<file path="config.mk">
export PLATFORM = sky130hd
export DESIGN_NAME = life_pipe
export DESIGN_NICKNAME = d
export VERILOG_FILES = /design/src/rtl/life_pipe.sv
export SDC_FILE = /design/constraint.sdc
export NUM_CORES = 1
export LEC_CHECK = 0
export ABC_CLOCK_PERIOD_IN_PS = 6930
export BUFFER_PORTS_ARGS = -buffer_cell sky130_fd_sc_hd__clkbuf_2
export CAP_MARGIN = 20
export CORE_MARGIN = 2
export CORE_UTILIZATION = 45
export CTS_CLUSTER_SIZE = 25
export DETAILED_ROUTE_END_ITERATION = 10
export GPL_ROUTABILITY_DRIVEN = 0
export SYNTH_ARGS = -nofsm -noshare
export SYNTH_HDL_FRONTEND = slang
export SYNTH_SLANG_ARGS = --single-unit
</file>
<file path="constraint.sdc">
create_clock -name clk -period 6.93 [get_ports clk]
set_input_delay 0.693 -clock clk [delete_from_list [all_inputs] [get_ports clk]]
set_output_delay 0.693 -clock clk [all_outputs]
set_load 0.01 [all_outputs]
</file>
<file path="src/rtl/life_pipe.sv">
// rtl/life_pipe.sv - streaming B3/S23 next-generation pipeline over a raster cell stream
// Optional feature macro LIFE_PIPE_POP_EN adds the per-generation population output.
module life_pipe #(
  parameter int X     = 8,
  parameter int Y     = 8,
  parameter int LOG2X = 3,
  parameter int LOG2Y = 3
) (
  input  logic        clk,
  input  logic        rst,
  input  logic        nxt_bit,
  input  logic        cell_in,
  input  logic        sync,
  output logic        pipe_out,
  output logic        out_valid,
  output logic        gen_done,
  output logic [15:0] gen_count
`ifdef LIFE_PIPE_POP_EN
  ,
  output logic [LOG2X+LOG2Y:0] population
`endif
);

  localparam int W = 2*X + 3;
  localparam logic [LOG2X-1:0] X_LAST    = LOG2X'(X - 1);
  localparam logic [LOG2Y-1:0] Y_LAST    = LOG2Y'(Y - 1);
  localparam logic [LOG2X:0]   FILL_LAST = (LOG2X+1)'(X);

  typedef enum logic {FILL, RUN} state_e;

  state_e           state_q;
  logic [W-1:0]     win_q;
  logic [W-1:0]     win_d;
  logic [LOG2X-1:0] cx_q;
  logic [LOG2Y-1:0] cy_q;
  logic [LOG2X:0]   fill_q;
  logic             pipe_q;
  logic             valid_q;
  logic             done_q;
  logic [15:0]      gen_q;

  logic       left_edge, right_edge, top_edge, bot_edge;
  logic       last_cell;
  logic       run_stb;
  logic [3:0] nbr;
  logic       live_d;
  logic       unused_win_msb;

  // Neighbourhood is evaluated on the window including the cell arriving this strobe.
  assign win_d          = {win_q[W-2:0], cell_in};
  assign unused_win_msb = win_q[W-1];

  assign left_edge  = (cx_q == '0);
  assign right_edge = (cx_q == X_LAST);
  assign top_edge   = (cy_q == '0);
  assign bot_edge   = (cy_q == Y_LAST);
  assign last_cell  = right_edge && bot_edge;
  assign run_stb    = !rst && !sync && nxt_bit && (state_q == RUN);

  always_comb begin
    nbr = 4'd0;
    if (!bot_edge) begin
      nbr = nbr + {3'd0, win_d[1]};
      if (!right_edge) nbr = nbr + {3'd0, win_d[0]};
      if (!left_edge)  nbr = nbr + {3'd0, win_d[2]};
    end
    if (!right_edge) nbr = nbr + {3'd0, win_d[X]};
    if (!left_edge)  nbr = nbr + {3'd0, win_d[X+2]};
    if (!top_edge) begin
      nbr = nbr + {3'd0, win_d[2*X+1]};
      if (!right_edge) nbr = nbr + {3'd0, win_d[2*X]};
      if (!left_edge)  nbr = nbr + {3'd0, win_d[2*X+2]};
    end
    live_d = (nbr == 4'd3) || (win_d[X+1] && (nbr == 4'd2));
  end

  always_ff @(posedge clk) begin
    if (rst) begin
      state_q <= FILL;
      win_q   <= '0;
      cx_q    <= '0;
      cy_q    <= '0;
      fill_q  <= '0;
      pipe_q  <= 1'b0;
      valid_q <= 1'b0;
      done_q  <= 1'b0;
      gen_q   <= 16'd0;
    end else begin
      valid_q <= 1'b0;
      done_q  <= 1'b0;
      if (sync) begin
        state_q <= FILL;
        cx_q    <= '0;
        cy_q    <= '0;
        if (nxt_bit) begin
          win_q  <= {{(W-1){1'b0}}, cell_in};
          fill_q <= (LOG2X+1)'(1);
        end else begin
          win_q  <= '0;
          fill_q <= '0;
        end
      end else if (nxt_bit) begin
        win_q <= win_d;
        case (state_q)
          FILL: begin
            if (fill_q == FILL_LAST) begin
              state_q <= RUN;
              fill_q  <= '0;
              cx_q    <= '0;
              cy_q    <= '0;
            end else begin
              fill_q <= fill_q + 1'b1;
            end
          end
          RUN: begin
            pipe_q  <= live_d;
            valid_q <= 1'b1;
            if (right_edge) begin
              cx_q <= '0;
              cy_q <= bot_edge ? '0 : cy_q + 1'b1;
            end else begin
              cx_q <= cx_q + 1'b1;
            end
            if (last_cell) begin
              done_q <= 1'b1;
              gen_q  <= gen_q + 16'd1;
            end
          end
          default: state_q <= FILL;
        endcase
      end
    end
  end

`ifdef LIFE_PIPE_POP_EN
  localparam int POPW = LOG2X + LOG2Y + 1;

  logic [POPW-1:0] pop_acc_q;
  logic [POPW-1:0] pop_q;

  always_ff @(posedge clk) begin
    if (rst) begin
      pop_acc_q <= '0;
      pop_q     <= '0;
    end else if (sync) begin
      pop_acc_q <= '0;
    end else if (run_stb) begin
      if (last_cell) begin
        pop_q     <= pop_acc_q + POPW'(live_d);
        pop_acc_q <= '0;
      end else begin
        pop_acc_q <= pop_acc_q + POPW'(live_d);
      end
    end
  end

  assign population = pop_q;
`else
  logic unused_run_stb;
  assign unused_run_stb = run_stb;
`endif

  assign pipe_out  = pipe_q;
  assign out_valid = valid_q;
  assign gen_done  = done_q;
  assign gen_count = gen_q;

endmodule
</file>
==> flow_metrics.py, run 1 <==
metrics = {
    "drt": {
        "routedWlPerCell_um": 12.2,
        "dr.first_iter.drc_count": 58,
        "drt_wl_total_um": 4770,
        "drt_first_pass_iters": 4,
        "final_antenna_net_count": 0,
        "vias": 1992,
        "route.detailed.drc": 0,
        "via_per_inst": 5.11,
    },
    "grt": {
        "final_global_route_overflow_total": 0,
        "antenna_violations_before_repair": 0,
        "global_route.usage.total_pct": 15.7,
        "grt_start_max_net_pins": 28,
        "via_count_of_the_first_global_routing_pass": 1787,
        "grt_first_pass_wirelength_um": 8180,
    },
    "synthesis": {
        "compound_gate_fraction_of_synth_area_pct": 10.3,
        "synth-seq-cells": 48,
        "synthAdderAreaFrac_pct": 10.3,
        "async_flop_share_pct": 0,
        "syn_area_mm2": 0.00267,
        "postSynthNetCount": 326,
        "main_synth_ff_type": "sky130_fd_sc_hd__dfxtp_1",
        "main_combinational_cell_family_by_area_after_synthesis": "simple AND/OR/NAND/NOR gates",
        "synthesis.area_per_instance_um2": 8.93,
        "synth_mux_area_share_pct": 9.56,
        "synth.lib_cells_used.distinct": 55,
        "synth.yosys.warnings": 0,
        "synth.yosys.seq_area_share_pct": 36.0,
        "gate_count_post_synth": 299,
        "synth-edff-count": 0,
        "yosys.area_share.xor_xnor_pct": 5.86,
        "synth-simple-area-share_pct": 23.0,
    },
    "die": {
        "chipHeight_um": 81.0,
        "starting_density_of_the_core_pct": 45.9,
        "design.die.area_mm2": 0.00657,
        "num_rows": 28,
        "num_io_pins": 24,
        "die-width_um": 81.0,
        "core_area_mm2": 0.00582,
    },
    "pwr": {
        "peakVddDrop_v": 0.0000905,
        "total_power_mw": 0.457,
        "power.density_mw_per_mm2": 159,
        "power_leakage_nw": 1.18,
    },
    "clock_tree": {
        "clock_sink_count": 48,
        "post_cts_resized": 0,
        "cts_htree_levels": 2,
        "clock_transition_at_the_registers_of_the_reported_paths_ns": 0.09,
        "clockRootBuffer": "sky130_fd_sc_hd__clkbuf_8",
        "hold_buffers": 0,
        "clk_latency_ns": 0.30,
        "cts_buffer_depth": 2,
        "tritoncts.num_buffers": 5,
        "cts_setup_buffers": 0,
        "clock_tree_from_tritoncts": "yes",
    },
    "timing": {
        "setup_violations": 0,
        "clock_skew_ns": 0.0133,
        "setup_repair_after_global_routing_missed_its_margin": "false",
        "count_of_final_max_slew_check_failures": 0,
        "fin_setup_tns_ns": 0,
        "achievable-frequency_ghz": 0.175,
        "hold-worst-slack_ns": 0.472,
        "min_period_over_period_pct": 82.5,
        "tightest_slew_ns": 0.723,
        "slew_hr_pct": 51.8,
        "hold_viol": 0,
        "fin_crit_ns": 5.72,
    },
    "worst_hold_path": {
        "worstHoldPathCells": 2,
        "hold_path_class": "flop to flop",
    },
    "critical_path": {
        "worstSetupStartpointType": "flop",
        "crit_path_max_fanout": 15,
        "critical_path_required_ns": 7.16,
        "cpPeakStageDelay_ns": 0.46,
        "crit_chain": "ha_1 > ha_1 > mux2_2 > ha_1 > ha_1 > mux2i_1 > nor2_1 > ha_1 > nor2b_1 > a41o_1 > ha_1 > mux2_2 > ha_1 > ha_1 > mux2_2 > ha_1 > o211ai_1 > a21oi_1 > or3b_1 > a31oi_1 > o32ai_1 > a31oi_1",
        "critical-path-slowest-cell": "sky130_fd_sc_hd__ha_1",
        "timing_worst_setup_path_type": "flop to flop",
        "critical_path.most_common_cell": "sky130_fd_sc_hd__ha_1",
        "timing.critical_path.depth": 22,
        "worst-path-buf-inv": 0,
        "critPathTopFamily": "adder cells",
        "worst-endpoint-arrival_ns": 5.95,
        "worst_setup_path_end_kind": "flop",
        "r2r_cells": 22,
    },
    "placed_design": {
        "place.port_buffers": 23,
        "detailedPlacementHpwl_um": 3460,
    },
    "status": {
        "outcome": "finished clean",
    },
    "finish": {
        "highest_count_cells_in_the_layout_ignoring_fill_and_taps": "sky130_fd_sc_hd__dfxtp_1, sky130_fd_sc_hd__nor2_1, sky130_fd_sc_hd__clkbuf_2",
        "layout.cells.most_common": "sky130_fd_sc_hd__dfxtp_1",
        "nNetsFinal": 342,
        "drive_gt1_share_pct": 14.0,
        "area_growth_pct": 7.54,
        "antennaDiodeCount": 0,
    },
    "flow_run": {
        "drv.max_cap_violation_count": 0,
    },
}
-- layer usage --
metal,part of all wire (%),global-route usage [%],up-vias
met2,45,25.0,20
met5,0,0,-
li1,-,-,1067
met1,52,21.1,901
met3,2.3,3.67,4
met4,0.92,4.92,0
-- tightest hold or removal path: stages (launching register included) --
cell	delay (ns)
sky130_fd_sc_hd__dfxtp_1	0.33
sky130_fd_sc_hd__nand2_1	0.06
sky130_fd_sc_hd__a21oi_1	0.05
-- flip-flops by register name, indices dropped and copies added, names as in the netlist --
register / cells
gen_done: 1
fill_q: 4
win_q: 18
out_valid: 1
pipe_out: 1
cx_q: 3
cy_q: 3
gen_count: 16
state_q: 1
-- synth_stat cells (all sizes together) (2+ instances only) --
cell	number	share of area (%)
a21oi	16	3.0
a311oi	2	0.66
a31oi	2	0.47
and2	4	0.98
and2b	2	0.70
and3	2	0.47
and4	2	0.66
buf	3	0.75
clkbuf	11	2.4
dfxtp	48	36
ha	22	10
inv	13	1.8
mux2	4	1.7
mux2i	21	7.9
nand2	22	3.1
nand2b	6	2.2
nand3	6	1.1
nand4	3	0.70
nor2	46	6.5
nor2b	4	0.94
nor3	5	1.1
nor3b	4	1.1
o2111ai	2	0.66
o211ai	3	0.84
o21ai	8	1.5
or2	3	0.70
or3	4	0.94
xnor2	8	2.6
xor2	7	2.3
-- logic make-up (layout without fill, tap and decap cells) --
family          after synthesis  in the layout
flops                        48             48
xor+xnor                     16             16
buf+inv                      27             43
simple gates                118            118
compound gates               43             43
fa+ha+maj                    22             22
mux                          25             25
-- power breakdown --
group          switching, mW  internal (mW)
logic                 0.0147        0.00887
clock network         0.0866         0.0687
registers            0.00122          0.276
-- worst paths after layout --
| kind | slack, ns | start | end |
|---|---|---|---|
| worst max-delay path | 1.21 | cx_q[1]$_SDFFE_PP0P_ | pipe_out$_SDFFE_PP0P_ |
| worst min-delay path | 0.47 | cy_q[1]$_SDFFE_PP0P_ | cy_q[1]$_SDFFE_PP0P_ |
| worst max register to register | 1.21 | cx_q[1]$_SDFFE_PP0P_ | pipe_out$_SDFFE_PP0P_ |
| worst min register to register | 0.47 | cy_q[1]$_SDFFE_PP0P_ | cy_q[1]$_SDFFE_PP0P_ |
-- stage by stage --
stage / cell area, um2 / std cells / setup slack, ns / utilization [%]
after floorplan: 2670 / 299 / 1.66 / -
after global placement: 2790 / 383 / 1.34 / 48.0
after detailed placement: 2790 / 383 / 1.22 / 48.0
after CTS: 2870 / 390 / 1.19 / 49.4
after global routing: 2870 / 390 / 0.810 / 49.4
final: 2870 / 390 / 1.21 / 49.4
-- final cells by class --
type / instances / area, um2
Fill cell: 594 / 2940
Multi-Input combinational cell: 224 / 1580
Sequential cell: 48 / 961
Timing Repair Buffer: 23 / 115
Tap cell: 75 / 93.8
Clock buffer: 6 / 72.6
Inverter: 13 / 48.8
Clock inverter: 1 / 5.00
Power figures use the tool's default switching activity.
==> run 2: changes to the inputs <==
--- a/config.mk
+++ b/config.mk
@@ -5,7 +5,7 @@
 export SDC_FILE = /design/constraint.sdc
 export NUM_CORES = 1
 export LEC_CHECK = 0
-export ABC_CLOCK_PERIOD_IN_PS = 6930
+export ABC_CLOCK_PERIOD_IN_PS = 5450
 export BUFFER_PORTS_ARGS = -buffer_cell sky130_fd_sc_hd__clkbuf_2
 export CAP_MARGIN = 20
 export CORE_MARGIN = 2
==> constraint.sdc (replaced) <==
create_clock -name clk -period 5.45 [get_ports clk]
set_input_delay 0.545 -clock clk [delete_from_list [all_inputs] [get_ports clk]]
set_output_delay 0.545 -clock clk [all_outputs]
set_load 0.01 [all_outputs]
==> flow_metrics.py, run 2 (synthesized netlist as in run 1, its figures left out) <==
metrics = {
    "status": {
        "outcome": "finished clean",
    },
    "grt": {
        "global_route.usage.total_pct": 15.8,
        "grt_start_max_net_pins": 28,
        "grt_first_pass_wirelength_um": 8120,
        "antenna_violations_before_repair": 0,
        "via_count_of_the_first_global_routing_pass": 1772,
        "final_global_route_overflow_total": 0,
    },
    "critical_path": {
        "critical_path.most_common_cell": "sky130_fd_sc_hd__ha_1",
        "crit_path_max_fanout": 3,
        "worst-endpoint-arrival_ns": 5.39,
        "timing_worst_setup_path_type": "flop to flop",
        "critical-path-slowest-cell": "sky130_fd_sc_hd__mux2_2",
        "worstSetupStartpointType": "flop",
        "crit_chain": "ha_1 > ha_2 > mux2_2 > ha_1 > mux2i_1 > nor2_1 > ha_2 > ha_1 > nor2b_1 > a41o_1 > ha_1 > mux2_4 > ha_4 > ha_1 > mux2_2 > ha_1 > o211ai_1 > a21oi_2 > or3b_1 > a31oi_1 > o32ai_1 > a31oi_1",
        "critical_path_required_ns": 5.68,
        "worst_setup_path_end_kind": "flop",
        "cpPeakStageDelay_ns": 0.35,
    },
    "pwr": {
        "combPwrFrac_pct": 5.2,
        "netSwitchingFraction_pct": 21.9,
        "peakVddDrop_v": 0.000109,
        "internal_dissipation_mw": 0.467,
        "pwr-share-clk_pct": 35.8,
        "power_leakage_nw": 1.20,
        "power.density_mw_per_mm2": 203,
        "power_switching_mw": 0.131,
        "pwr-share-seq_pct": 59.0,
    },
    "finish": {
        "seqCellArea_um2": 963,
        "fin_cells": 396,
        "postLayoutCellArea_mm2": 0.00295,
        "antennaDiodeCount": 0,
        "max_flop_register": "win_q",
        "area_growth_pct": 10.4,
        "highest_count_cells_in_the_layout_ignoring_fill_and_taps": "sky130_fd_sc_hd__nor2_1, sky130_fd_sc_hd__dfxtp_1, sky130_fd_sc_hd__clkbuf_2",
        "multi_input_area_mm2": 0.00160,
        "fill_cells": 589,
        "nNetsFinal": 347,
        "utilization_pct": 50.7,
        "largest_register_ff_count": 18,
        "drive_gt1_share_pct": 17.1,
    },
    "clock_tree": {
        "clock_sink_count": 48,
        "clk_latency_ns": 0.30,
        "hold_buffers": 0,
        "cts_buffer_depth": 2,
        "clock_tree_from_tritoncts": "yes",
        "clock_transition_at_the_registers_of_the_reported_paths_ns": 0.09,
        "tritoncts.num_buffers": 5,
        "cts_htree_levels": 2,
        "clockRootBuffer": "sky130_fd_sc_hd__clkbuf_8",
    },
    "placed_design": {
        "setup_slack_after_placement_ns": -0.0179,
        "number_of_cells_after_detailed_placement": 387,
        "detailed_place.area_mm2": 0.00282,
        "place.port_buffers": 23,
        "detailedPlacementHpwl_um": 3660,
    },
    "timing": {
        "min_period_over_period_pct": 94.8,
        "setup_violations": 0,
        "achievable-frequency_ghz": 0.194,
        "postLayoutSetupSlackWorst_ns": 0.285,
        "slew_hr_pct": 52.9,
        "tightest_slew_ns": 0.706,
        "count_of_final_max_slew_check_failures": 0,
        "clock_skew_ns": 0.00954,
        "fin_crit_ns": 5.16,
        "hold_viol": 0,
    },
    "die": {
        "chipHeight_um": 81.0,
        "core_area_mm2": 0.00582,
        "die-width_um": 81.0,
        "num_io_pins": 24,
        "num_rows": 28,
        "starting_density_of_the_core_pct": 45.9,
        "design.die.area_mm2": 0.00657,
    },
    "drt": {
        "drt_wl_total_um": 4960,
        "routedWlPerCell_um": 12.5,
        "via_per_inst": 5.14,
        "final_antenna_net_count": 0,
        "drt_first_pass_iters": 4,
        "route.detailed.drc": 0,
        "vias": 2036,
        "dr.first_iter.drc_count": 53,
    },
    "worst_hold_path": {
        "hold_path_class": "flop to flop",
    },
    "flow_run": {
        "drv.max_cap_violation_count": 0,
    },
}
[run 2: changes by cell type in the layout (fill, tap and decap cells not counted), sizes merged]
cell	delta
buf	+5
clkbuf	+2
clkinv	-1
[run 2: worst paths after layout]
kind / start / to / cells after the start / slack [ns]
max: cx_q[0]$_SDFFE_PP0P_ / pipe_out$_SDFFE_PP0P_ / 22 / 0.29
min: cy_q[1]$_SDFFE_PP0P_ / cy_q[1]$_SDFFE_PP0P_ / 2 / 0.48
max reg2reg: cx_q[0]$_SDFFE_PP0P_ / pipe_out$_SDFFE_PP0P_ / 22 / 0.29
min reg2reg: cy_q[1]$_SDFFE_PP0P_ / cy_q[1]$_SDFFE_PP0P_ / 2 / 0.48
[run 2: worst max-delay path: cells and delay by family (launching register included)]
family | cells | cell delay [ns]
simple gates | 3 | 0.58
flops | 1 | 0.34
mux | 4 | 1.07
fa+ha+maj | 9 | 2.19
compound gates | 6 | 0.93
[run 2: layout make-up]
type                       instances  area share, %
multi-input combinational        224           54.3
sequential                        48           32.7
timing repair buffer              28           5.18
tap                               75           3.18
clock buffer                       8           3.05
inverter                          13           1.65
[run 2: layer usage]
| layer | part of all wire (%) | routed length, um | global-route usage, % |
|---|---|---|---|
| met3 | 2.8 | 139 | 3.44 |
| met5 | 0 | 0 | 0 |
| met4 | 2.1 | 106 | 6.27 |
| met1 | 49 | 2450 | 20.6 |
| met2 | 46 | 2260 | 25.3 |
[run 2: per-stage QoR]
stage	hold slack [ns]	setup TNS (ns)	power (mW)
2_1_floorplan	0.445	0	0.385
3_3_place_gp	0.458	0	0.391
3_5_place_dp	0.470	-0.0179	0.392
4_1_cts	0.481	0	0.606
5_1_grt	0.504	-0.0174	0.623
6_report	0.476	0	0.598
[run 2: what timing repair did]
item,CTS,global route
endpoints found under the setup margin,0,1
buffers inserted,0,1
gates resized for setup,0,7
[run 2: power groups by stage]
stage          clock (mW)  sequential [mW]  combinational (mW)
4_1_cts             0.222            0.353              0.0308
5_1_grt             0.235            0.353              0.0354
6_report            0.214            0.353              0.0309
3_3_place_gp            0            0.361              0.0301
3_5_place_dp            0            0.361              0.0303
2_1_floorplan           0            0.361              0.0242
